### src/rtl/tl_pkg.sv
// Shared TL-UL definitions: channel A/D opcodes, transfer sizes and the
// responder state encoding. The host-side channel D receiver imports the
// same opcode enums.
package tl_pkg;

  // Channel A request opcodes
  typedef enum logic [2:0] {
    A_PUT_FULL_DATA    = 3'd0,
    A_PUT_PARTIAL_DATA = 3'd1,
    A_GET              = 3'd4
  } a_opcode_e;

  // Channel D response opcodes
  typedef enum logic [2:0] {
    D_ACCESS_ACK      = 3'd0,
    D_ACCESS_ACK_DATA = 3'd1
  } d_opcode_e;

  // Transfer size, log2 of the byte count
  typedef enum logic [1:0] {
    SZ_BYTE    = 2'd0,
    SZ_HALF    = 2'd1,
    SZ_WORD    = 2'd2,
    SZ_ILLEGAL = 2'd3
  } tl_size_e;

  // Responder FSM states
  typedef enum logic [1:0] {
    ST_IDLE    = 2'd0,
    ST_RD_WAIT = 2'd1,
    ST_RESP    = 2'd2
  } resp_state_e;

  localparam int unsigned LANES = 4;

  // Response opcode follows the request class: only a Get carries data.
  // Put and unknown opcodes are answered with AccessAck.
  function automatic d_opcode_e d_opcode_for(input logic [2:0] a_op);
    d_opcode_e op;
    op = (a_op == A_GET) ? D_ACCESS_ACK_DATA : D_ACCESS_ACK;
    return op;
  endfunction

endpackage

### src/rtl/tl_lane_mask.sv
// Byte-lane mask and natural-alignment check for a TL-UL access, derived
// from the transfer size and the low two address bits. Purely combinational.
import tl_pkg::*;

module tl_lane_mask (
  input  logic [1:0] size,
  input  logic [1:0] addr,
  output logic [3:0] mask,
  output logic       aligned
);

  // Decode size/offset into the lanes touched and whether the offset is legal
  always_comb begin
    mask    = 4'b0000;
    aligned = 1'b0;
    case (size)
      SZ_BYTE: begin
        mask    = 4'b0001 << addr;
        aligned = 1'b1;
      end
      SZ_HALF: begin
        mask    = 4'b0011 << addr;
        aligned = ~addr[0];
      end
      SZ_WORD: begin
        mask    = 4'b1111;
        aligned = (addr == 2'b00);
      end
      default: begin
        // size 3 is never legal; no lanes
        mask    = 4'b0000;
        aligned = 1'b0;
      end
    endcase
  end

endmodule

### src/rtl/tl_ul_responder.sv
// Device-side TL-UL responder. Accepts one channel A request at a time,
// issues a single-cycle access to a word-wide synchronous memory and holds
// the single channel D response in registers until the host takes it.
import tl_pkg::*;

module tl_ul_responder #(
  parameter int ADDR_W = 32,
  parameter int DATA_W = 32
) (
  input  logic              clk_i,
  input  logic              rst_i,
  // channel A
  input  logic              a_valid_i,
  output logic              a_ready_o,
  input  logic [2:0]        a_opcode_i,
  input  logic [1:0]        a_size_i,
  input  logic [ADDR_W-1:0] a_address_i,
  input  logic [3:0]        a_mask_i,
  input  logic [DATA_W-1:0] a_data_i,
  // channel D
  output logic              d_valid_o,
  input  logic              d_ready_i,
  output logic [2:0]        d_opcode_o,
  output logic [1:0]        d_size_o,
  output logic [DATA_W-1:0] d_data_o,
  output logic              d_error_o,
  // memory port
  output logic              mem_req_o,
  output logic              mem_we_o,
  output logic [ADDR_W-1:0] mem_addr_o,
  output logic [3:0]        mem_wmask_o,
  output logic [DATA_W-1:0] mem_wdata_o,
  input  logic [DATA_W-1:0] mem_rdata_i
);

  resp_state_e       state_reg;
  logic [2:0]        d_opcode_reg;
  logic [1:0]        d_size_reg;
  logic [DATA_W-1:0] d_data_reg;
  logic              d_error_reg;
  logic [3:0]        rd_mask_reg;

  logic [3:0]        lane_mask;
  logic              lane_aligned;
  logic              is_put_full;
  logic              is_put_partial;
  logic              is_get;
  logic              is_put;
  logic              opcode_ok;
  logic              partial_mask_ok;
  logic              legal;
  logic              accept;
  logic [DATA_W-1:0] rdata_masked;

  tl_lane_mask u_lane_mask (
    .size    (a_size_i),
    .addr    (a_address_i[1:0]),
    .mask    (lane_mask),
    .aligned (lane_aligned)
  );

  // Request classification and legality, evaluated in the accept cycle
  always_comb begin
    is_put_full     = (a_opcode_i == A_PUT_FULL_DATA);
    is_put_partial  = (a_opcode_i == A_PUT_PARTIAL_DATA);
    is_get          = (a_opcode_i == A_GET);
    is_put          = is_put_full | is_put_partial;
    opcode_ok       = is_put | is_get;
    // A partial write must enable at least one byte and stay inside the
    // lanes implied by size and offset.
    partial_mask_ok = (a_mask_i != 4'b0000) && ((a_mask_i & ~lane_mask) == 4'b0000);
    legal           = lane_aligned && opcode_ok && (!is_put_partial || partial_mask_ok);
  end

  // Ready only in IDLE, and held low while reset is asserted
  assign a_ready_o = (state_reg == ST_IDLE) && !rst_i;
  assign accept    = a_valid_i && a_ready_o;

  // The memory strobe exists only in the accept cycle of a legal request
  always_comb begin
    mem_req_o   = accept && legal;
    mem_we_o    = mem_req_o && is_put;
    mem_wmask_o = 4'b0000;
    if (mem_we_o) begin
      mem_wmask_o = is_put_partial ? a_mask_i : lane_mask;
    end
  end

  assign mem_addr_o  = {a_address_i[ADDR_W-1:2], 2'b00};
  assign mem_wdata_o = a_data_i;

  // Read data keeps its lane position; bytes outside the access are zeroed
  generate
    for (genvar gi = 0; gi < LANES; gi++) begin : g_rd_lane
      assign rdata_masked[gi*8 +: 8] = rd_mask_reg[gi] ? mem_rdata_i[gi*8 +: 8] : 8'h00;
    end
  endgenerate

  // Responder FSM with registered channel D fields
  always_ff @(posedge clk_i) begin
    if (rst_i) begin
      state_reg    <= ST_IDLE;
      d_opcode_reg <= 3'd0;
      d_size_reg   <= 2'd0;
      d_data_reg   <= '0;
      d_error_reg  <= 1'b0;
      rd_mask_reg  <= 4'b0000;
    end else begin
      case (state_reg)
        ST_IDLE: begin
          if (accept) begin
            d_opcode_reg <= d_opcode_for(a_opcode_i);
            d_size_reg   <= a_size_i;
            d_data_reg   <= '0;
            d_error_reg  <= ~legal;
            rd_mask_reg  <= lane_mask;
            state_reg    <= (legal && is_get) ? ST_RD_WAIT : ST_RESP;
          end
        end
        ST_RD_WAIT: begin
          d_data_reg <= rdata_masked;
          state_reg  <= ST_RESP;
        end
        ST_RESP: begin
          if (d_ready_i) begin
            state_reg <= ST_IDLE;
          end
        end
        default: begin
          state_reg <= ST_IDLE;
        end
      endcase
    end
  end

  assign d_valid_o  = (state_reg == ST_RESP);
  assign d_opcode_o = d_opcode_reg;
  assign d_size_o   = d_size_reg;
  assign d_data_o   = d_data_reg;
  assign d_error_o  = d_error_reg;

endmodule
### config.mk
export PLATFORM = sky130hd
export DESIGN_NAME = tl_ul_responder
export DESIGN_NICKNAME = d
export VERILOG_FILES = /design/src/rtl/tl_pkg.sv /design/src/rtl/tl_lane_mask.sv /design/src/rtl/tl_ul_responder.sv
export SDC_FILE = /design/constraint.sdc
export NUM_CORES = 1
export LEC_CHECK = 0
export CAP_MARGIN = 20
export CORE_MARGIN = 2
export CORE_UTILIZATION = 31
export DETAILED_ROUTE_END_ITERATION = 12
export PLACE_DENSITY = 0.84
export SLEW_MARGIN = 30
export SYNTH_ARGS = -nofsm -noshare
export SYNTH_HDL_FRONTEND = slang
export SYNTH_SLANG_ARGS = --single-unit
export TNS_END_PERCENT = 5
### constraint.sdc
create_clock -name clk_i -period 1.85 [get_ports clk_i]
set_clock_uncertainty 0.1 [all_clocks]
set_input_delay 0.2775 -clock clk_i [delete_from_list [all_inputs] [get_ports clk_i]]
set_output_delay 0.2775 -clock clk_i [all_outputs]
set_load 0.005 [all_outputs]
Word-level counts from Yosys, hierarchy flattened
Cells that the tools add are included.
- register bits: 44
- input port bits: 109
- output and inout port bits: 110
- logic and storage cells: 58
- equal/unequal tests: 8
- shift-type cells: 2
- muxes and demuxes: 15
- bitwise logic cells: 6
- reduce and logical (&&, ||, !) cells: 21
- operators with widths (cell ; count):
    one-hot mux 32 bit (2 select lines) ; 1
    two-way mux 32 bit ; 1
    two-way mux 8 bit ; 4
    one-hot mux 4 bit (3 select lines) ; 1
    logical AND 1 bit ; 8
    two-way mux 4 bit ; 2
    zero test 2 bit ; 3
    two-way mux 2 bit ; 3
    one-hot mux 2 bit (3 select lines) ; 1
    AND reduction 2 bit ; 3
    AND 4 bit ; 1
    == test 2 x 1 -> 1 bit (second input constant) ; 2
    == test 2 bit (second input constant) ; 2
    zero test 4 bit ; 1
    NOT 4 bit ; 1
    nonzero test 4 bit ; 1
    left shift 1 x 2 -> 4 bit (first input constant) ; 1
    left shift 2 x 2 -> 4 bit (first input constant) ; 1
    == test 3 x 1 -> 1 bit (second input constant) ; 1
    == test 3 bit (second input constant) ; 1
    zero test 3 bit ; 1
    one-hot mux 1 bit (3 select lines) ; 1
    zero test 1 bit ; 2
    != test 2 x 1 -> 1 bit (second input constant) ; 1
    6 further kinds ; 8

Logic depth before layout (Yosys ltp)
- word-level depth: 12
- mapped depth: 8
- depth with buffers taken out: 5

Hierarchy
From an unflattened synthesis, not the netlist that was laid out.
- cells, all modules: 261
- area total of the unflattened synthesis: 2257.2 um2
- by module, submodules not included (module ; times used ; cells each ; area an instance (um2) ; sequential area each (um2)):
    tl_ul_responder ; 1 ; 249 ; 2154.6 ; 840.8
    tl_lane_mask ; 1 ; 12 ; 102.6 ; 0.0

Worst setup path before layout
OpenSTA, ideal clock, no wires.
- path type: input -> output
- start point: in a_address_i[0]
- end point: out mem_wmask_o[2]
- data arrival time: 1271 ps
- required time: 1472 ps
- setup slack: 202 ps
- stages on the path: 6
- buffers on the path: 1
- cells stage by stage: buf_4 -> nor2_1 -> a21oi_1 -> nor4_1 -> nand4_1 -> o32ai_1
- cells in the longest elaborated chain, start to end: 11
- elaborated cells on any way between the ends: 17
- those cells by class: 2 x shift; 4 x mux; 3 x bitwise; 8 x reduce/logical
- RTL lines (item ; line ; source):
    start, declared ; tl_ul_responder.sv:17 ; input logic [ADDR_W-1:0] a_address_i,
    left shift 2 x 2 -> 4 bit / left shift 1 x 2 -> 4 bit (equally long branches) ; tl_lane_mask.sv:22, tl_lane_mask.sv:18 ;
    one-hot mux 4 bit (3 select lines) ; tl_lane_mask.sv:16 ; case (size)
    NOT 4 bit ; tl_ul_responder.sv:71 ; partial_mask_ok = (a_mask_i != 4'b0000) && ((a_mask_i & ~lane_mask) == 4'b0000);
    AND 4 bit ; tl_ul_responder.sv:71 ;
    zero test 4 bit ; tl_ul_responder.sv:71 ;
    logical AND 1 bit ; tl_ul_responder.sv:71 ;
    logical OR 1 bit ; tl_ul_responder.sv:72 ; legal = lane_aligned && opcode_ok && (!is_put_partial || partial_mask_ok);
    logical AND 1 bit ; tl_ul_responder.sv:72 ;
    logical AND 1 bit ; tl_ul_responder.sv:81 ; mem_req_o = accept && legal;
    logical AND 1 bit ; tl_ul_responder.sv:82 ; mem_we_o = mem_req_o && is_put;
    two-way mux 4 bit * ; tl_ul_responder.sv:84 ; if (mem_we_o) begin
    end, declared ; tl_ul_responder.sv:31 ; output logic [3:0] mem_wmask_o,
Mark *: on every way between the ends. The rest lies on a longest branch, timed or not.

Worst setup path after layout
- start point: in a_address_i[1]
- end point: out mem_wmask_o[0]
The elaborated chain is that of the path after synthesis.

==> run_results.csv <==
group,metric,value,unit
status,status,"finished with violations",
status,failed_checks,"setup timing",
run,maxCapViolations,0,
pwr,power_leakage,1.28,nW
detailed_routing,viasPerCell,4.78,
finish,fin_area,3290,sq um
detailed_routing,wl_per_cell,14.1,um
sta,min_period,2030,ps
floorplanning,die_x,90.6,um
finish,diodes,0,
detailed_routing,vias,2121,
global_route,busiest_layer,"met2",
clock_tree,clk_latency,280,ps
sta,max_freq,492,MHz
clock_tree,clk_pin_slew,70,ps
placed_design,place_congestion,0.828,
clock_tree,cts_root_buf,"clkbuf_8",
sta,final-setup-viol-count,6,
critical_path,crit_slowest_cell,"nor4b_2",
global_route,globalRoute.totalOverflow,0,
global_route,grt_max_degree,42,
finish,area_delta_synth_final,41.5,%
detailed_routing,drc,0,
worst_hold_path,min_path_type,"flop to flop",
global_route,grtUsageMet2,0.264,
critical_path,cp.buffers_inverters,3,
critical_path,critical_path_required,1470,ps
sta,rsz0062_at_grt,"yes",
clock_tree,clockBufferDepth,2,
floorplanning,rows,31,
logic_synthesis,ys_seq_area_frac,0.361,
sta,slew_violations,0,
logic_synthesis,synth.distinct_cells,37,
pwr,powerDensity,566,nW/um^2
pwr,power_switching_share,0.251,
finish,final_nets,453,
sta,fin_crit_sh,1.10,
pwr,pwr-share-seq,0.495,
pwr,ir_worst_vdd,0.245,mV
logic_synthesis,syn_avg_cell_area,8.25,sq um
placed_design,portBuffers,90,
logic_synthesis,netlist_area,2330,sq um
floorplanning,initial_core_util,0.321,
critical_path,cp.arrival,1660,ps
pwr,p_int,0.00139,W
finish,largest_reg_flops,32,
detailed_routing,drtAntennaViolNets,0,
critical_path,critPathMaxStageDelay,280,ps
critical_path,endpoint_kind,"primary output",
floorplanning,die_area,8210,sq um
global_route,use_met3,0.0467,
global_route,grtUsageTotal,0.147,
floorplanning,die_h,90.6,um
detailed_routing,drtIter0Drc,53,
critical_path,path_cells,"clkdlybuf4s15_2 -> nor4b_2 -> o21ai_1 -> o211ai_2 -> buf_4 -> a31oi_1 -> nor3_2 -> buf_2",
finish,num-fill-cells,695,
critical_path,path_class,"primary input to primary output",
finish,drive_above_1_share,0.252,
placed_design,placed_area,3030,sq um
sta,fin_ws,-183,ps
critical_path,crit_path_start_kind,"primary input",
global_route,grt_pass1_wl,9.83,mm
global_route,grt_antenna_before_repair,0,
detailed_routing,first_pass_iters,4,
clock_tree,ctsHtreeMaxLevel,2,
placed_design,hpwl,4.61,mm
pwr,p_sw,0.000468,W
floorplanning,io_pins,219,
clock_tree,cts_buffers,5,
critical_path,crit_fanout,6,
floorplanning,core_area,7250,sq um
clock_tree,cts_tree,"done",
logic_synthesis,ys_warn_count,0,
clock_tree,cts_sinks,42,
sta,finalHoldViolCount,0,
logic_synthesis,syn_inst,282,
detailed_routing,routed_wl,6.25,mm
global_route,use_met1,0.149,
pwr,pwr-share-clk,0.303,
finish,fin_util,0.454,
global_route,grt_pass1_vias,2066,
pwr,power_frac_comb,0.202,
critical_path,cp_top_family,"buffers and inverters",
clock_tree,cts_hold_buffers,0,
logic_synthesis,ys_ff_latch,42,
==> synthesized netlist by cell type <==
| cell type | number | share of area |
|---|---|---|
| nand3_1 | 2 | 0.0043 |
| conb_1 | 1 | 0.0016 |
| clkbuf_2 | 1 | 0.0021 |
| clkbuf_1 | 8 | 0.013 |
| inv_1 | 5 | 0.0081 |
| and2_1 | 5 | 0.013 |
| nand2_2 | 1 | 0.0027 |
| nor3b_1 | 1 | 0.0032 |
| o211ai_1 | 2 | 0.0065 |
| a31oi_1 | 3 | 0.0081 |
| nand2_1 | 15 | 0.024 |
| a22o_1 | 1 | 0.0038 |
| a22oi_1 | 32 | 0.10 |
| nor3_1 | 3 | 0.0065 |
| o21ai_0 | 4 | 0.0086 |
| nor4b_1 | 1 | 0.0038 |
| a211oi_1 | 4 | 0.013 |
| nor2b_1 | 2 | 0.0054 |
| and2b_2 | 1 | 0.0038 |
| and3_1 | 1 | 0.0027 |
| dfxtp_1 | 42 | 0.36 |
| buf_6 | 4 | 0.019 |
| a21oi_1 | 13 | 0.028 |
| o211ai_2 | 1 | 0.0054 |
| nor2_1 | 47 | 0.076 |
| nor2_8 | 1 | 0.0086 |
| nor4_1 | 1 | 0.0027 |
| buf_4 | 69 | 0.22 |
| o311ai_1 | 1 | 0.0038 |
| nand4_1 | 2 | 0.0054 |
| nand3b_1 | 1 | 0.0032 |
| o21a_1 | 2 | 0.0065 |
| and4_1 | 1 | 0.0038 |
| nand2b_1 | 1 | 0.0027 |
| buf_2 | 1 | 0.0021 |
| nor3_4 | 1 | 0.0070 |
| o32ai_1 | 1 | 0.0038 |
==> tightest hold or removal path, stage by stage (launching register included) <==
cell and delay (ps):
dfxtp_1 310, nand2_1 50, a21oi_1 50
==> what timing repair did <==
| item | in CTS | in global routing |
|---|---|---|
| setup buffers | 10 | 0 |
| pin swaps | 16 | 8 |
| resized for setup | 65 | 11 |
| setup endpoints to repair | 9 | 6 |
==> cell type report <==
type                            count  area (sq um)  share of cell area
Inverter                            5          18.8             0.00570
Sequential cell                    42           843               0.256
Multi-Input combinational cell    155          1000               0.304
Clock inverter                      2          13.8             0.00418
Tap cell                           99           124              0.0376
Timing Repair Buffer              135          1220               0.370
Clock buffer                        6          72.6              0.0220
==> per-stage QoR <==
stage	setup WS, ps	setup TNS, ps	power [W]	instances	hold WS (ps)
CTS	-193	-803	0.00189	444	366
finish	-183	-829	0.00186	444	360
global placement	-780	-9760	0.00126	426	341
detailed placement	-928	-11070	0.00127	426	354
floorplan	202	0	0.00118	285	311
global route	-259	-1260	0.00198	444	386
==> power groups by stage <==
stage / Sequential (W) / Combinational (W) / Clock (W)
after floorplan: 0.000944 / 0.000238 / 0
after global placement: 0.000944 / 0.000318 / 0
after detailed placement: 0.000944 / 0.000324 / 0
after CTS: 0.000923 / 0.000365 / 0.000599
after global routing: 0.000924 / 0.000403 / 0.000651
final: 0.000923 / 0.000376 / 0.000564
==> cells in the final DEF (no fill, tap or decap), drive strengths merged, types with 4 or more instances in the layout <==
master,synthesis,routed
clkdlybuf4s50,0,74
buf,74,53
nor2,48,48
dfxtp,42,42
a22oi,32,32
nand2,16,16
a21oi,13,13
clkbuf,9,7
inv,5,5
and2,5,5
dlygate4sd2,0,5
a211oi,4,4
conb,1,4
o21ai,4,4
nor3,4,4
==> logic make-up (layout without fill, tap and decap cells) <==
family,after synthesis,count (layout),share of synthesized area
buffers and inverters,88,148,0.267
AND/OR/NAND/NOR,87,87,0.179
AO/OA/AOI/OAI,64,64,0.190
flip-flops,42,42,0.361
other,1,4,0.00161
==> path summary, 6_finish.rpt <==
kind / startpoint / to / slack [ps] / depth (start not counted)
hold / removal: d_size_o[1] / d_size_o[1] / 360 / 2
setup / recovery: a_address_i[1] / mem_wmask_o[0] / -180 / 8
hold reg to reg: d_size_o[1] / d_size_o[1] / 360 / 2
setup reg to reg: state_reg[1] / d_data_o[1] / 120 / 8
==> layer usage <==
layer / vias to the layer above / routed length (um) / part of all wire
li1: 1014 / - / -
met1: 970 / 2330 / 0.37
met2: 102 / 3200 / 0.51
met3: 35 / 480 / 0.077
met4: 0 / 231 / 0.037
met5: - / 0 / 0
No activity file was read; power rests on OpenSTA's default activity.
